### config.mk
export PLATFORM = sky130hd
export DESIGN_NAME = l2_chan_interleaver
export DESIGN_NICKNAME = d
export VERILOG_FILES = /design/src/rtl/l2_chan_interleaver_pkg.sv /design/src/rtl/l2_ord_fifo.sv /design/src/rtl/l2_chan_interleaver.sv
export SDC_FILE = /design/constraint.sdc
export NUM_CORES = 1
export LEC_CHECK = 0
export CAP_MARGIN = 20
export CORE_MARGIN = 2
export CORE_UTILIZATION = 51
export CTS_CLUSTER_DIAMETER = 30
export DETAILED_ROUTE_END_ITERATION = 10
export GPL_TIMING_DRIVEN = 1
export HOLD_SLACK_MARGIN = 0.15
export PLACE_DENSITY = 0.73
export SLEW_MARGIN = 30
export SYNTH_ARGS = -nofsm -noshare
export SYNTH_HDL_FRONTEND = slang
export SYNTH_SLANG_ARGS = --single-unit
### constraint.sdc
create_clock -name clk_i -period 12.6 [get_ports clk_i]
set_input_delay 3.15 -clock clk_i [delete_from_list [all_inputs] [get_ports clk_i]]
set_output_delay 3.15 -clock clk_i [all_outputs]
set_load 0.03 [all_outputs]
### src/rtl/l2_chan_interleaver_pkg.sv
// Shared definitions for the L2/DRAM channel interleaver: default channel
// map settings, order-entry layout and the splitter state encoding.
package l2_chan_interleaver_pkg;

  localparam int unsigned NumL2Channel      = 2;
  localparam int unsigned L2InterleaveBeats = 16;
  localparam int unsigned L2ChanSelBit      = 30;
  localparam int unsigned L2LenWidth        = 8;

  // Channel index width; a single channel still needs one (constant-zero) bit
  function automatic int unsigned chan_bits(input int unsigned num_chan);
    return (num_chan > 1) ? $clog2(num_chan) : 1;
  endfunction

  localparam int unsigned L2ChanBits = chan_bits(NumL2Channel);

  typedef enum logic {
    Contiguous  = 1'b0,
    Interleaved = 1'b1
  } l2_map_mode_e;

  typedef struct packed {
    logic [L2ChanBits-1:0] chan;
    logic [L2LenWidth-1:0] len;
  } l2_ord_t;

  typedef enum logic {
    Idle  = 1'b0,
    Split = 1'b1
  } l2_split_state_e;

endpackage

### src/rtl/l2_ord_fifo.sv
// Order FIFO holding {channel, length} of every issued sub-burst so the
// response merger can pull data back from the channels in issue order.
module l2_ord_fifo
  import l2_chan_interleaver_pkg::*;
#(
  parameter int unsigned Depth  = 8,
  parameter type         data_t = l2_ord_t
) (
  input  logic  clk,
  input  logic  rst,
  input  logic  push,
  input  data_t wdata,
  input  logic  pop,
  output data_t rdata,
  output logic  full,
  output logic  empty
);

  localparam int unsigned PtrW = (Depth > 1) ? $clog2(Depth) : 1;
  localparam int unsigned CntW = $clog2(Depth + 1);

  data_t            mem [Depth];
  logic [PtrW-1:0]  wr_ptr;
  logic [PtrW-1:0]  rd_ptr;
  logic [CntW-1:0]  count;
  logic             do_push;
  logic             do_pop;

  // Full/empty come from the registered count only, so a same-cycle pop
  // never makes room for a push into a full FIFO.
  assign full    = (count == CntW'(Depth));
  assign empty   = (count == '0);
  assign do_push = push && !full;
  assign do_pop  = pop && !empty;
  assign rdata   = empty ? '0 : mem[rd_ptr];

  // Entry storage; contents of free slots are don't-care so no reset here
  always_ff @(posedge clk) begin
    if (do_push) begin
      mem[wr_ptr] <= wdata;
    end
  end

  // Pointer and occupancy bookkeeping, wrapping at Depth
  always_ff @(posedge clk) begin
    if (rst) begin
      wr_ptr <= '0;
      rd_ptr <= '0;
      count  <= '0;
    end else begin
      if (do_push) begin
        wr_ptr <= (wr_ptr == PtrW'(Depth - 1)) ? '0 : wr_ptr + 1'b1;
      end
      if (do_pop) begin
        rd_ptr <= (rd_ptr == PtrW'(Depth - 1)) ? '0 : rd_ptr + 1'b1;
      end
      case ({do_push, do_pop})
        2'b10:   count <= count + 1'b1;
        2'b01:   count <= count - 1'b1;
        default: count <= count;
      endcase
    end
  end

endmodule

### src/rtl/l2_chan_interleaver.sv
// Splits one burst request at a time into per-channel sub-bursts, either by
// interleave block (channel bits compacted out of the address) or by a single
// contiguous channel-select field, and logs each sub-burst in an order FIFO.
module l2_chan_interleaver
  import l2_chan_interleaver_pkg::*;
#(
  parameter int unsigned NumChannels     = NumL2Channel,
  parameter int unsigned AddrWidth       = 32,
  parameter int unsigned BeatBytes       = 64,
  parameter int unsigned InterleaveBeats = L2InterleaveBeats,
  parameter int unsigned SelBit          = L2ChanSelBit,
  parameter int unsigned LenWidth        = L2LenWidth,
  parameter int unsigned IdWidth         = 6,
  parameter int unsigned OrdDepth        = 8,
  localparam int unsigned CB             = chan_bits(NumChannels)
) (
  input  logic                 clk_i,
  input  logic                 rst_i,
  input  logic                 cfg_mode_i,
  input  logic                 in_valid_i,
  output logic                 in_ready_o,
  input  logic [AddrWidth-1:0] in_addr_i,
  input  logic [LenWidth-1:0]  in_len_i,
  input  logic [IdWidth-1:0]   in_id_i,
  output logic                 out_valid_o,
  input  logic                 out_ready_i,
  output logic [CB-1:0]        out_chan_o,
  output logic [AddrWidth-1:0] out_addr_o,
  output logic [LenWidth-1:0]  out_len_o,
  output logic [IdWidth-1:0]   out_id_o,
  output logic                 out_last_o,
  output logic                 ord_valid_o,
  input  logic                 ord_ready_i,
  output logic [CB-1:0]        ord_chan_o,
  output logic [LenWidth-1:0]  ord_len_o,
  output logic                 busy_o
);

  localparam int unsigned BeatShift = $clog2(BeatBytes);
  localparam int unsigned Const     = $clog2(BeatBytes * InterleaveBeats);
  localparam int unsigned IlvBits   = $clog2(InterleaveBeats);
  localparam int unsigned RemW      = LenWidth + 1;
  localparam int unsigned BtbW      = IlvBits + 1;
  localparam int unsigned CmpW      = (RemW > BtbW) ? RemW : BtbW;
  localparam logic [AddrWidth-1:0] LowMask = AddrWidth'((64'd1 << Const) - 64'd1);
  localparam logic [AddrWidth-1:0] OffMask = AddrWidth'(InterleaveBeats - 1);

  typedef struct packed {
    logic [CB-1:0]       chan;
    logic [LenWidth-1:0] len;
  } ord_t;

  l2_split_state_e      state_q;
  l2_split_state_e      state_d;
  logic [AddrWidth-1:0] addr_q;
  logic [RemW-1:0]      rem_q;
  logic [IdWidth-1:0]   id_q;
  l2_map_mode_e         mode_q;

  logic [AddrWidth-1:0] blk_off;
  logic [BtbW-1:0]      btb;
  logic [RemW-1:0]      chunk;
  logic [CB-1:0]        sub_chan;
  logic [AddrWidth-1:0] sub_addr;
  logic [LenWidth-1:0]  sub_len;
  logic                 sub_last;

  logic                 accept;
  logic                 fire;
  logic                 ord_full;
  logic                 ord_empty;
  ord_t                 ord_wdata;
  ord_t                 ord_rdata;

  assign accept = in_valid_i && in_ready_o;
  assign fire   = out_valid_o && out_ready_i;

  // Size, channel and channel-local address of the sub-burst at addr_q
  always_comb begin
    blk_off  = (addr_q >> BeatShift) & OffMask;
    btb      = BtbW'(InterleaveBeats) - BtbW'(blk_off);
    chunk    = rem_q;
    sub_chan = '0;
    sub_addr = addr_q;
    if (mode_q == Interleaved) begin
      if (CmpW'(btb) < CmpW'(rem_q)) begin
        chunk = RemW'(btb);
      end
      if (NumChannels > 1) begin
        sub_chan = CB'(addr_q >> Const);
        sub_addr = ((addr_q >> (Const + CB)) << Const) | (addr_q & LowMask);
      end
    end else begin
      if (NumChannels > 1) begin
        sub_chan = CB'(addr_q >> SelBit);
      end
    end
    sub_len  = LenWidth'(chunk - 1'b1);
    sub_last = (chunk == rem_q);
  end

  // Burst context: captured on accept, advanced by one chunk on each fire
  always_ff @(posedge clk_i) begin
    if (rst_i) begin
      addr_q <= '0;
      rem_q  <= '0;
      id_q   <= '0;
      mode_q <= Contiguous;
    end else if (accept) begin
      addr_q <= in_addr_i;
      rem_q  <= RemW'(in_len_i) + 1'b1;
      id_q   <= in_id_i;
      mode_q <= l2_map_mode_e'(cfg_mode_i);
    end else if (fire) begin
      addr_q <= addr_q + (AddrWidth'(chunk) << BeatShift);
      rem_q  <= rem_q - chunk;
    end
  end

  // Splitter state register
  always_ff @(posedge clk_i) begin
    if (rst_i) begin
      state_q <= Idle;
    end else begin
      state_q <= state_d;
    end
  end

  // Next state: leave Idle on accept, return after the last sub-burst fires
  always_comb begin
    state_d = state_q;
    case (state_q)
      Idle:    if (accept) state_d = Split;
      Split:   if (fire && sub_last) state_d = Idle;
      default: state_d = Idle;
    endcase
  end

  // Outputs: request side ready only in Idle, sub-burst fields only in Split
  always_comb begin
    in_ready_o  = 1'b0;
    busy_o      = 1'b0;
    out_valid_o = 1'b0;
    out_chan_o  = '0;
    out_addr_o  = '0;
    out_len_o   = '0;
    out_id_o    = '0;
    out_last_o  = 1'b0;
    case (state_q)
      Idle: begin
        in_ready_o = 1'b1;
      end
      Split: begin
        busy_o      = 1'b1;
        out_valid_o = !ord_full;
        out_chan_o  = sub_chan;
        out_addr_o  = sub_addr;
        out_len_o   = sub_len;
        out_id_o    = id_q;
        out_last_o  = sub_last;
      end
      default: begin
        in_ready_o = 1'b0;
      end
    endcase
  end

  assign ord_wdata.chan = sub_chan;
  assign ord_wdata.len  = sub_len;
  assign ord_valid_o    = !ord_empty;
  assign ord_chan_o     = ord_rdata.chan;
  assign ord_len_o      = ord_rdata.len;

  l2_ord_fifo #(
    .Depth  (OrdDepth),
    .data_t (ord_t)
  ) i_ord_fifo (
    .clk   (clk_i),
    .rst   (rst_i),
    .push  (fire),
    .wdata (ord_wdata),
    .pop   (ord_valid_o && ord_ready_i),
    .rdata (ord_rdata),
    .full  (ord_full),
    .empty (ord_empty)
  );

endmodule

==> run_results.csv, run 1 <==
group,metric,value,unit
layout,diodes,0,
placement,io_buffers,112,
timing,timing.hold.ws,0.4510,ns
logic_synthesis,syn_area,7385,µm²
route,post-route-drc-count,0,
die,boundaryPins,113,
layout,area_growth,25.40,%
global_route,grt_max_degree,49,
layout,nFillCells,1121,
timing,max-slew-margin-rel,0.3552,
global_route,grt_pass1_wl,29.59,mm
worst_setup_path,required,9.45,ns
timing,fmax,110.4,MHz
logic_synthesis,synth_xor_xnor_area_share,0.04507,
logic_synthesis,yosys_warnings,0,
timing,fin_crit_sh,0.7192,
timing,setup_viol,0,
logic_synthesis,syn_inst,727,
timing,worstMarginPinSlew,0.9662,ns
route,firstDrtPassIters,5,
timing,clock_skew,0.01414,ns
layout,ff_latch_area,3405,µm²
route,vias_per_cell,5.730,
die,die_w,124.3,µm
global_route,antenna_found_initial,0,
clock_network,clkTransAtPathRegs,0.07,ns
logic_synthesis,synthAdderAreaFrac,0.06235,
logic_synthesis,synth_fp_nets,814,
logic_synthesis,synth_edf_count,72,
die,core,13990,µm²
global_route,grt_pass1_vias,5865,
timing,final.min_clock_period,9.062,ns
logic_synthesis,synth_area_leader_cell,"edfxtp_1",
clock_network,post_cts_buffers,0,
route,drt_iter0_drc,402,
die,die_h,124.3,µm
clock_network,cts_tree,"yes",
timing,setup_tns,0,ns
clock_network,cts_resized,0,
logic_synthesis,syn_area_per_cell,10.16,µm²
logic_synthesis,async_reset_ff_frac,0,
logic_synthesis,ys_seq_area_frac,0.4609,
clock_network,clock-sinks,134,
layout,layout_common_cells,"112 x clkdlybuf4s50_1, 78 x nor2_1, 72 x edfxtp_1",
job,drv_cap,0,
power,powerDensity,160.0,nW/µm²
route,route.antenna.remaining_nets,0,
clock_network,clock-root-buffer,"clkbuf_16",
placement,detailed_place_hpwl,12.87,mm
timing,hold_viol_final,0,
timing,finalWorstSetupSlack,3.538,ns
layout,fin_nets,916,
die,rows,43,
worst_hold_path,hp-class,"flip-flop to flip-flop",
global_route,grt_overflow_total,0,
clock_network,clockBufferDepth,2,
route,route.vias.total,5856,
layout,multiInputGateArea,3739,µm²
logic_synthesis,synth_top_family_by_area,"simple AND/OR/NAND/NOR gates",
power,peakVddDrop,102.6,µV
worst_setup_path,critPathArrivalTime,5.91,ns
route,wire_per_inst,17.87,µm
worst_setup_path,critPathCaptureType,"output port",
placement,routabilityCongestion,0.8816,
timing,rsz0062_at_grt,"no",
clock_network,hold_buffers,0,
global_route,grtUsageTotal,0.2407,
timing,slew_viol_final,0,
clock_network,clk_latency,0.43,ns
route,totalWireLength,18.27,mm
logic_synthesis,synth_compound_area_frac,0.1193,
clock_network,cts_buffers,17,
worst_setup_path,worst-setup-path-type,"flip-flop to output port",
layout,final_common_cell,"clkdlybuf4s50_1",
placement,place_ws,3.995,ns
layout,drive_gt1_frac,0.09739,
logic_synthesis,yosys.area_share.simple,0.1664,
logic_synthesis,synth_mux_area_frac,0.1073,
logic_synthesis,ys_top_cells_by_area,"edfxtp_1 29%, dfxtp_1 17%, mux4_2 5.5%",
worst_setup_path,crit_path_start_kind,"flip-flop",
worst_setup_path,path_max_fanout,15,
run_status,outcome,"completed",
logic_synthesis,synth.top_cell.area_share,0.2928,
logic_synthesis,synth_ff_type,"edfxtp_1",
logic_synthesis,yosysUniqueCellTypes,66,
die,start_util,0.5279,
clock_network,h-tree-depth,4,
power,p_leak,0.003273,µW
logic_synthesis,ys_ff_latch,134,
die,die-area,15460,µm²
sequential cells by signal (all words and copies together) (netlist names), named ones only:
register           count
addr_q                32
i_ord_fifo.count       4
i_ord_fifo.mem        72
i_ord_fifo.rd_ptr      3
i_ord_fifo.wr_ptr      3
id_q                   6
mode_q                 1
rem_q                  9
state_q                1
cells by family (layout without fill, tap and decap cells):
group,after synthesis,in the layout
DFF,134,134
buffers and inverters,69,184
and+or+nand+nor,252,252
adders and majority gates,35,35
xor gates and xnor gates,38,38
AOI/OAI and AO/OA,144,144
muxes,55,55
layer usage:
metal	track usage	part of all wire
met1	0.2852	0.42
met2	0.4307	0.52
met3	0.05455	0.043
met4	0.08063	0.020
met5	0	0
area by class of cell:
cell class / count / area share
multi-input cells: 524 / 0.4037
flip-flops and latches: 134 / 0.3677
repair buffers: 123 / 0.1300
clock buffers: 17 / 0.04594
well taps: 180 / 0.02432
clock inverters: 15 / 0.01662
inverters: 29 / 0.01176
cell usage after synthesis, types with 6 or more instances:
| master | number |
|---|---|
| a311oi_1 | 8 |
| nor3b_1 | 6 |
| mux4_2 | 18 |
| o21ai_0 | 33 |
| xor2_1 | 9 |
| nand3_1 | 12 |
| inv_1 | 29 |
| a21o_1 | 7 |
| a211oi_1 | 13 |
| nor3_1 | 18 |
| nand2_1 | 70 |
| and3_1 | 6 |
| a21oi_1 | 59 |
| clkbuf_1 | 24 |
| dfxtp_1 | 62 |
| xnor2_1 | 29 |
| nor2_1 | 79 |
| ha_1 | 32 |
| or3_1 | 8 |
| buf_1 | 7 |
| and2_1 | 19 |
| mux2i_1 | 35 |
| edfxtp_1 | 72 |
power breakdown:
| part | switching, µW | internal [µW] | total, µW | leakage, µW |
|---|---|---|---|---|
| registers | 31.0 | 503 | 534 | 0.00116 |
| clock network | 193 | 291 | 484 | 0.000274 |
| logic | 264 | 200 | 463 | 0.00184 |
| total | 487 | 994 | 1480 | 0.00327 |
critical path, stage by stage, from the launching register on:
cell and delay, ns:
dfxtp_1 0.48, inv_1 0.11, ha_1 0.23, xnor2_1 0.50
ha_1 0.36, a21oi_1 0.14, o21ai_0 0.15, a21oi_4 0.44
mux2i_1 0.72, ha_1 0.38, nand2_1 0.07, or4_1 0.42
mux2i_1 0.25, xnor2_1 0.31, and2_1 0.20, clkdlybuf4s50_1 0.70
final timing paths:
kind	start	endpoint	slack, ns	cells after the start
max	addr_q[6]	out_len_o[6]	3.54	15
min	addr_q[5]	addr_q[5]	0.45	2
max reg2reg	addr_q[6]	addr_q[31]	7.10	16
min reg2reg	addr_q[5]	addr_q[5]	0.45	2
through the flow:
stage,cells,cell area [µm²],power [µW],util
global placement,990,8661,987.2,0.6191
finish,1022,9260,1481,0.6620
detailed placement,990,8671,1006,0.6199
floorplan,727,7385,854.1,-
CTS,1022,9250,1489,0.6613
global route,1022,9260,1549,0.6620
Note: power is estimated with default switching activity, not from simulation.
==> run 2, diff against run 1 <==
==> constraint.sdc (replaced) <==
create_clock -name clk_i -period 8.45 [get_ports clk_i]
set_input_delay 2.1125 -clock clk_i [delete_from_list [all_inputs] [get_ports clk_i]]
set_output_delay 2.1125 -clock clk_i [all_outputs]
set_load 0.03 [all_outputs]
==> run 2 against run 1 <==
Net effect:
- utilization is 0.36 points lower
- critical path depth stayed put
- final area is 0.54% lower
- sequential power is 49% higher
- combinational power is 50% higher
- flip-flop and latch count stayed put
- total power is 44% higher
- count of clock-buffer cells in the layout is 2 higher
- die area stayed put
==> run_results.csv, run 2 (synthesis gave the netlist of run 1 again) <==
group,metric,value,unit
global_route,grt_pass1_vias,5816,
die,die-area,15460,µm²
global_route,antenna_found_initial,0,
layout,drive_gt1_frac,0.09739,
placement,placed_area,8671,µm²
timing,final.min_clock_period,8.088,ns
timing,clock_skew,0.009397,ns
worst_setup_path,r2r-end,"addr_q[31]",
layout,area_growth,24.72,%
clock_network,clk_latency,0.42,ns
timing,setup_tns,0,ns
route,totalWireLength,18.18,mm
route,firstDrtPassIters,5,
power,switching_share,0.3331,
worst_setup_path,cp_top_family,"adder cells",
job,drv_cap,0,
worst_setup_path,worst-setup-path-type,"flip-flop to output port",
worst_setup_path,critPathArrivalTime,5.98,ns
layout,final_util,0.6584,
clock_network,clock-sinks,134,
die,core,13990,µm²
global_route,grt_pass1_wl,29.39,mm
worst_hold_path,hp-class,"flip-flop to flip-flop",
route,drt_iter0_drc,441,
layout,diodes,0,
die,boundaryPins,113,
timing,fin_crit_sh,0.9572,
timing,rsz0062_at_grt,"no",
clock_network,clkTransAtPathRegs,0.06,ns
worst_setup_path,crit_path_start_kind,"flip-flop",
worst_setup_path,path_cells,"inv_1 > ha_1 > xnor2_1 > ha_1 > a21oi_1 > o21ai_0 > a21oi_4 > mux2i_1 > ha_1 > nand2_1 > or4_1 > mux2i_1 > xnor2_1 > and2_1 > clkdlybuf4s50_1",
worst_setup_path,rrSetupSlack,2.92,ns
die,start_util,0.5279,
worst_setup_path,critPathCaptureType,"output port",
route,post-route-drc-count,0,
layout,fin_nets,916,
clock_network,cts_tree,"yes",
power,powerDensity,232.4,nW/µm²
layout,largest_register_ffs,72,
placement,routabilityCongestion,0.8816,
timing,worstMarginPinSlew,0.9340,ns
route,route.antenna.remaining_nets,0,
worst_setup_path,cp-startpoint,"addr_q[6]",
timing,max-slew-margin-rel,0.3739,
timing,timing.hold.ws,0.4496,ns
layout,final_common_cell,"clkdlybuf4s50_1",
layout,reg_top3,"i_ord_fifo.mem (72), addr_q (32), rem_q (9)",
worst_setup_path,cp_common_cell,"ha_1",
power,power.switching,713.0,µW
placement,detailed_place_hpwl,12.87,mm
global_route,grtUsageTotal,0.2393,
power,internal_power,1427,µW
power,seqPwrFrac,0.372,
clock_network,post_cts_buffers,0,
layout,largest_register,"i_ord_fifo.mem",
die,die_w,124.3,µm
worst_setup_path,r2r-start,"addr_q[6]",
clock_network,cts_resized,0,
die,rows,43,
timing,slew_viol_final,0,
route,route.vias.total,5848,
global_route,grt_overflow_total,0,
worst_setup_path,path_max_fanout,15,
timing,fmax,123.6,MHz
die,die_h,124.3,µm
power,p_leak,0.003255,µW
layout,layout_common_cells,"112 x clkdlybuf4s50_1, 78 x nor2_1, 72 x edfxtp_1",
global_route,grt_max_degree,49,
clock_network,cts_buffers,17,
worst_setup_path,critPathSlowestCell,"mux2i_1",
placement,io_buffers,112,
worst_hold_path,hold_depth,2,
power,peakVddDrop,151.4,µV
run_status,outcome,"completed",
worst_setup_path,required,6.34,ns
worst_setup_path,reg2reg_depth,16,
route,vias_per_cell,5.722,
clock_network,clockBufferDepth,2,
route,wire_per_inst,17.79,µm
worst_setup_path,path_buf_inv,2,
placement,place_ws,0.8890,ns
worst_hold_path,hold_path_end,"addr_q[5]",
worst_setup_path,crit_path_max_incr_delay,0.70,ns
timing,hold_viol_final,0,
timing,setup_viol,0,
clock_network,clock-root-buffer,"clkbuf_16",
worst_hold_path,hp-start,"addr_q[5]",
timing,finalWorstSetupSlack,0.3619,ns
clock_network,hold_buffers,0,
layout,fin_area,9210,µm²
power,comb_power_share,0.324,
clock_network,h-tree-depth,4,
power,clkPwrFrac,0.304,
-- run 2: power groups by stage --
| stage | registers, µW | clock network (µW) | logic [µW] |
|---|---|---|---|
| 3_5_place_dp | 809 | 0 | 691 |
| 2_1_floorplan | 790 | 0 | 484 |
| 3_3_place_gp | 804 | 0 | 668 |
| 4_1_cts | 796 | 662 | 695 |
| 5_1_grt | 802 | 689 | 749 |
| 6_report | 796 | 651 | 693 |
-- run 2: how the worst max path moves through the flow --
stage	to	slack, ns	depth (start not counted)
3_3_place_gp	out_len_o[6]	1.16	15
5_1_grt	out_len_o[6]	0.03	15
2_1_floorplan	out_last_o	1.66	13
6_report	out_len_o[6]	0.36	15
3_5_place_dp	out_len_o[6]	0.89	15
4_1_cts	out_len_o[6]	0.36	15
-- run 2: routing by layer --
| layer | GRT usage | share of wire | vias to the layer above |
|---|---|---|---|
| li1 | - | - | 2840 |
| met1 | 0.2868 | 0.41 | 2817 |
| met2 | 0.4256 | 0.52 | 161 |
| met3 | 0.05026 | 0.043 | 30 |
| met4 | 0.08394 | 0.020 | 0 |
| met5 | 0 | 0 | - |
-- run 2: final cells by class --
| cell class | count | area (µm²) |
|---|---|---|
| Tap cell | 180 | 225.2 |
| Fill cell | 1126 | 4778 |
| Timing Repair Buffer | 123 | 1204 |
| Sequential cell | 134 | 3405 |
| Clock buffer | 19 | 442.9 |
| Clock inverter | 13 | 86.33 |
| Inverter | 29 | 108.9 |
| Multi-Input combinational cell | 524 | 3739 |
-- run 2: worst min-delay path, cell delays in order, from the launching register on --
cell and delay [ns]:
dfxtp_1 0.30, nand2_1 0.05, a21oi_1 0.05
-- run 2: stage by stage --
| step | cells | power [µW] |
|---|---|---|
| CTS | 1022 | 2153 |
| detailed placement | 990 | 1500 |
| finish | 1022 | 2140 |
| global placement | 990 | 1472 |
| global route | 1022 | 2241 |
| floorplan | 727 | 1274 |
==> run 3, diff against run 2 <==
--- a/config.mk
+++ b/config.mk
@@ -13,7 +13,8 @@
 export GPL_TIMING_DRIVEN = 1
 export HOLD_SLACK_MARGIN = 0.15
 export PLACE_DENSITY = 0.73
-export SLEW_MARGIN = 30
+export SKIP_LAST_GASP = 1
+export SLEW_MARGIN = 10
 export SYNTH_ARGS = -nofsm -noshare
 export SYNTH_HDL_FRONTEND = slang
 export SYNTH_SLANG_ARGS = --single-unit
==> run 3 against run 2 <==
Net effect:
- first-iteration DRC count up 8.8%
- sequential power about the same
- count of clock-buffer cells in the layout down 1
- clock skew about the same
- clock power up 16%
- sequential share of layout area down 0.26 points
- setup slack better by 0.11 ns
- die area unchanged
- register-to-register slack better by 0.09 ns
- total power up 4.8%
- combinational power up 0.6%
==> run_results.csv, run 3 (synthesis gave the netlist of run 1 again) <==
group,metric,value,unit
power,powerDensity,242.0,nW/µm²
global_route,grt_pass1_vias,5859,
route,route.vias.total,5879,
placement,placed_area,8661,µm²
clock_network,cts_tree,"yes",
timing,clock_skew,0.009730,ns
placement,detailed_place_hpwl,12.89,mm
clock_network,clock-sinks,134,
layout,diodes,0,
worst_setup_path,critPathCaptureType,"output port",
layout,layout.cells.non_filler,1023,
route,drt_iter0_drc,480,
timing,fin_crit_sh,0.9440,
route,vias_per_cell,5.747,
die,core,13990,µm²
route,firstDrtPassIters,5,
timing,fmax,125.4,MHz
route,wire_per_inst,17.87,µm
layout,largest_register,"i_ord_fifo.mem",
placement,placed_cells,990,
layout,final_common_cell,"clkdlybuf4s50_1",
worst_setup_path,crit_path_start_kind,"flip-flop",
clock_network,cts_buffers,17,
worst_setup_path,required,6.34,ns
layout,fin_nets,917,
layout,area_growth,25.57,%
timing,hold_viol_final,0,
timing,setup_tns,0,ns
route,route.antenna.remaining_nets,0,
timing,timing.hold.ws,0.4513,ns
layout,final_util,0.6629,
clock_network,post_cts_buffers,0,
global_route,grt_max_degree,49,
layout,reg_top3,"i_ord_fifo.mem (72), addr_q (32), rem_q (9)",
clock_network,clkTransAtPathRegs,0.06,ns
layout,nFillCells,1118,
timing,final.min_clock_period,7.977,ns
global_route,antenna_found_initial,0,
timing,worstMarginPinSlew,1.121,ns
clock_network,cts_resized,0,
global_route,grt_pass1_wl,29.87,mm
worst_setup_path,critPathArrivalTime,5.86,ns
timing,rsz0062_at_grt,"no",
die,die_w,124.3,µm
die,rows,43,
die,boundaryPins,113,
route,post-route-drc-count,0,
layout,fin_area,9273,µm²
die,start_util,0.5279,
timing,max-slew-margin-rel,0.2332,
power,p_leak,0.003281,µW
timing,setup_viol,0,
worst_hold_path,hp-class,"flip-flop to flip-flop",
route,totalWireLength,18.28,mm
global_route,grt_overflow_total,0,
clock_network,h-tree-depth,4,
placement,io_buffers,112,
run_status,outcome,"completed",
layout,drive_gt1_frac,0.09609,
job,drv_cap,0,
clock_network,clock-root-buffer,"clkbuf_16",
clock_network,clk_latency,0.43,ns
worst_setup_path,path_max_fanout,15,
die,die-area,15460,µm²
placement,routabilityCongestion,0.8816,
layout,layout_common_cells,"112 x clkdlybuf4s50_1, 79 x nor2_1, 72 x edfxtp_1",
power,peakVddDrop,152.6,µV
die,die_h,124.3,µm
timing,slew_viol_final,0,
worst_setup_path,worst-setup-path-type,"flip-flop to output port",
global_route,grtUsageTotal,0.2415,
layout,largest_register_ffs,72,
clock_network,clockBufferDepth,2,
clock_network,hold_buffers,0,
## run 3: cell count changes in the layout (fill, tap and decap cells not counted), moves of 2 or more
cell,before,now
clkinv_2,5,1
inv_6,0,4
bufinv_16,0,3
clkinv_4,4,2
## run 3: per-layer routing
metal | share of wire | GRT usage | up-vias | routed length, µm
met5 | 0 | 0 | - | 0
met4 | 0.018 | 0.08658 | 0 | 336
li1 | - | - | 2831 | -
met3 | 0.042 | 0.04338 | 26 | 771
met2 | 0.53 | 0.4336 | 162 | 9605
met1 | 0.41 | 0.2897 | 2860 | 7562
## run 3: final timing paths
kind | cells after the start | to | start | slack (ns)
worst max-delay path | 15 | out_len_o[6] | addr_q[6] | 0.47
worst min-delay path | 2 | addr_q[5] | addr_q[5] | 0.45
worst max register to register | 16 | addr_q[31] | addr_q[6] | 3.01
worst min register to register | 2 | addr_q[5] | addr_q[5] | 0.45
## run 3: critical path, cell delays in order (launching register included)
cell             delay [ns]
dfxtp_1                0.48
inv_1                  0.11
ha_1                   0.23
xnor2_1                0.49
ha_1                   0.35
a21oi_1                0.14
o21ai_0                0.16
a21oi_4                0.45
mux2i_1                0.68
ha_1                   0.38
nand2_1                0.07
or4_1                  0.42
mux2i_1                0.25
xnor2_1                0.32
and2_1                 0.20
clkdlybuf4s50_1        0.70
## run 3: report_power, final
group	total [µW]	switching (µW)	internal, µW
combinational	697	397	300
sequential	795	44.8	750
clock	752	285	466
total	2240	727	1520
## run 3: metrics by stage
step | power, µW | setup WS [ns]
floorplan | 1274 | 1.664
global placement | 1472 | 1.156
detailed placement | 1496 | 0.8764
CTS | 2251 | 0.4009
global route | 2345 | 0.04941
finish | 2244 | 0.4734
## run 3: layout make-up
cell class / count / area, µm² / share of cell area
repair buffers: 124 / 1211 / 0.1306
clock inverters: 14 / 175.2 / 0.01889
flip-flops and latches: 134 / 3403 / 0.3670
clock buffers: 18 / 429.2 / 0.04628
inverters: 29 / 108.9 / 0.01174
well taps: 180 / 225.2 / 0.02429
multi-input cells: 524 / 3720 / 0.4012
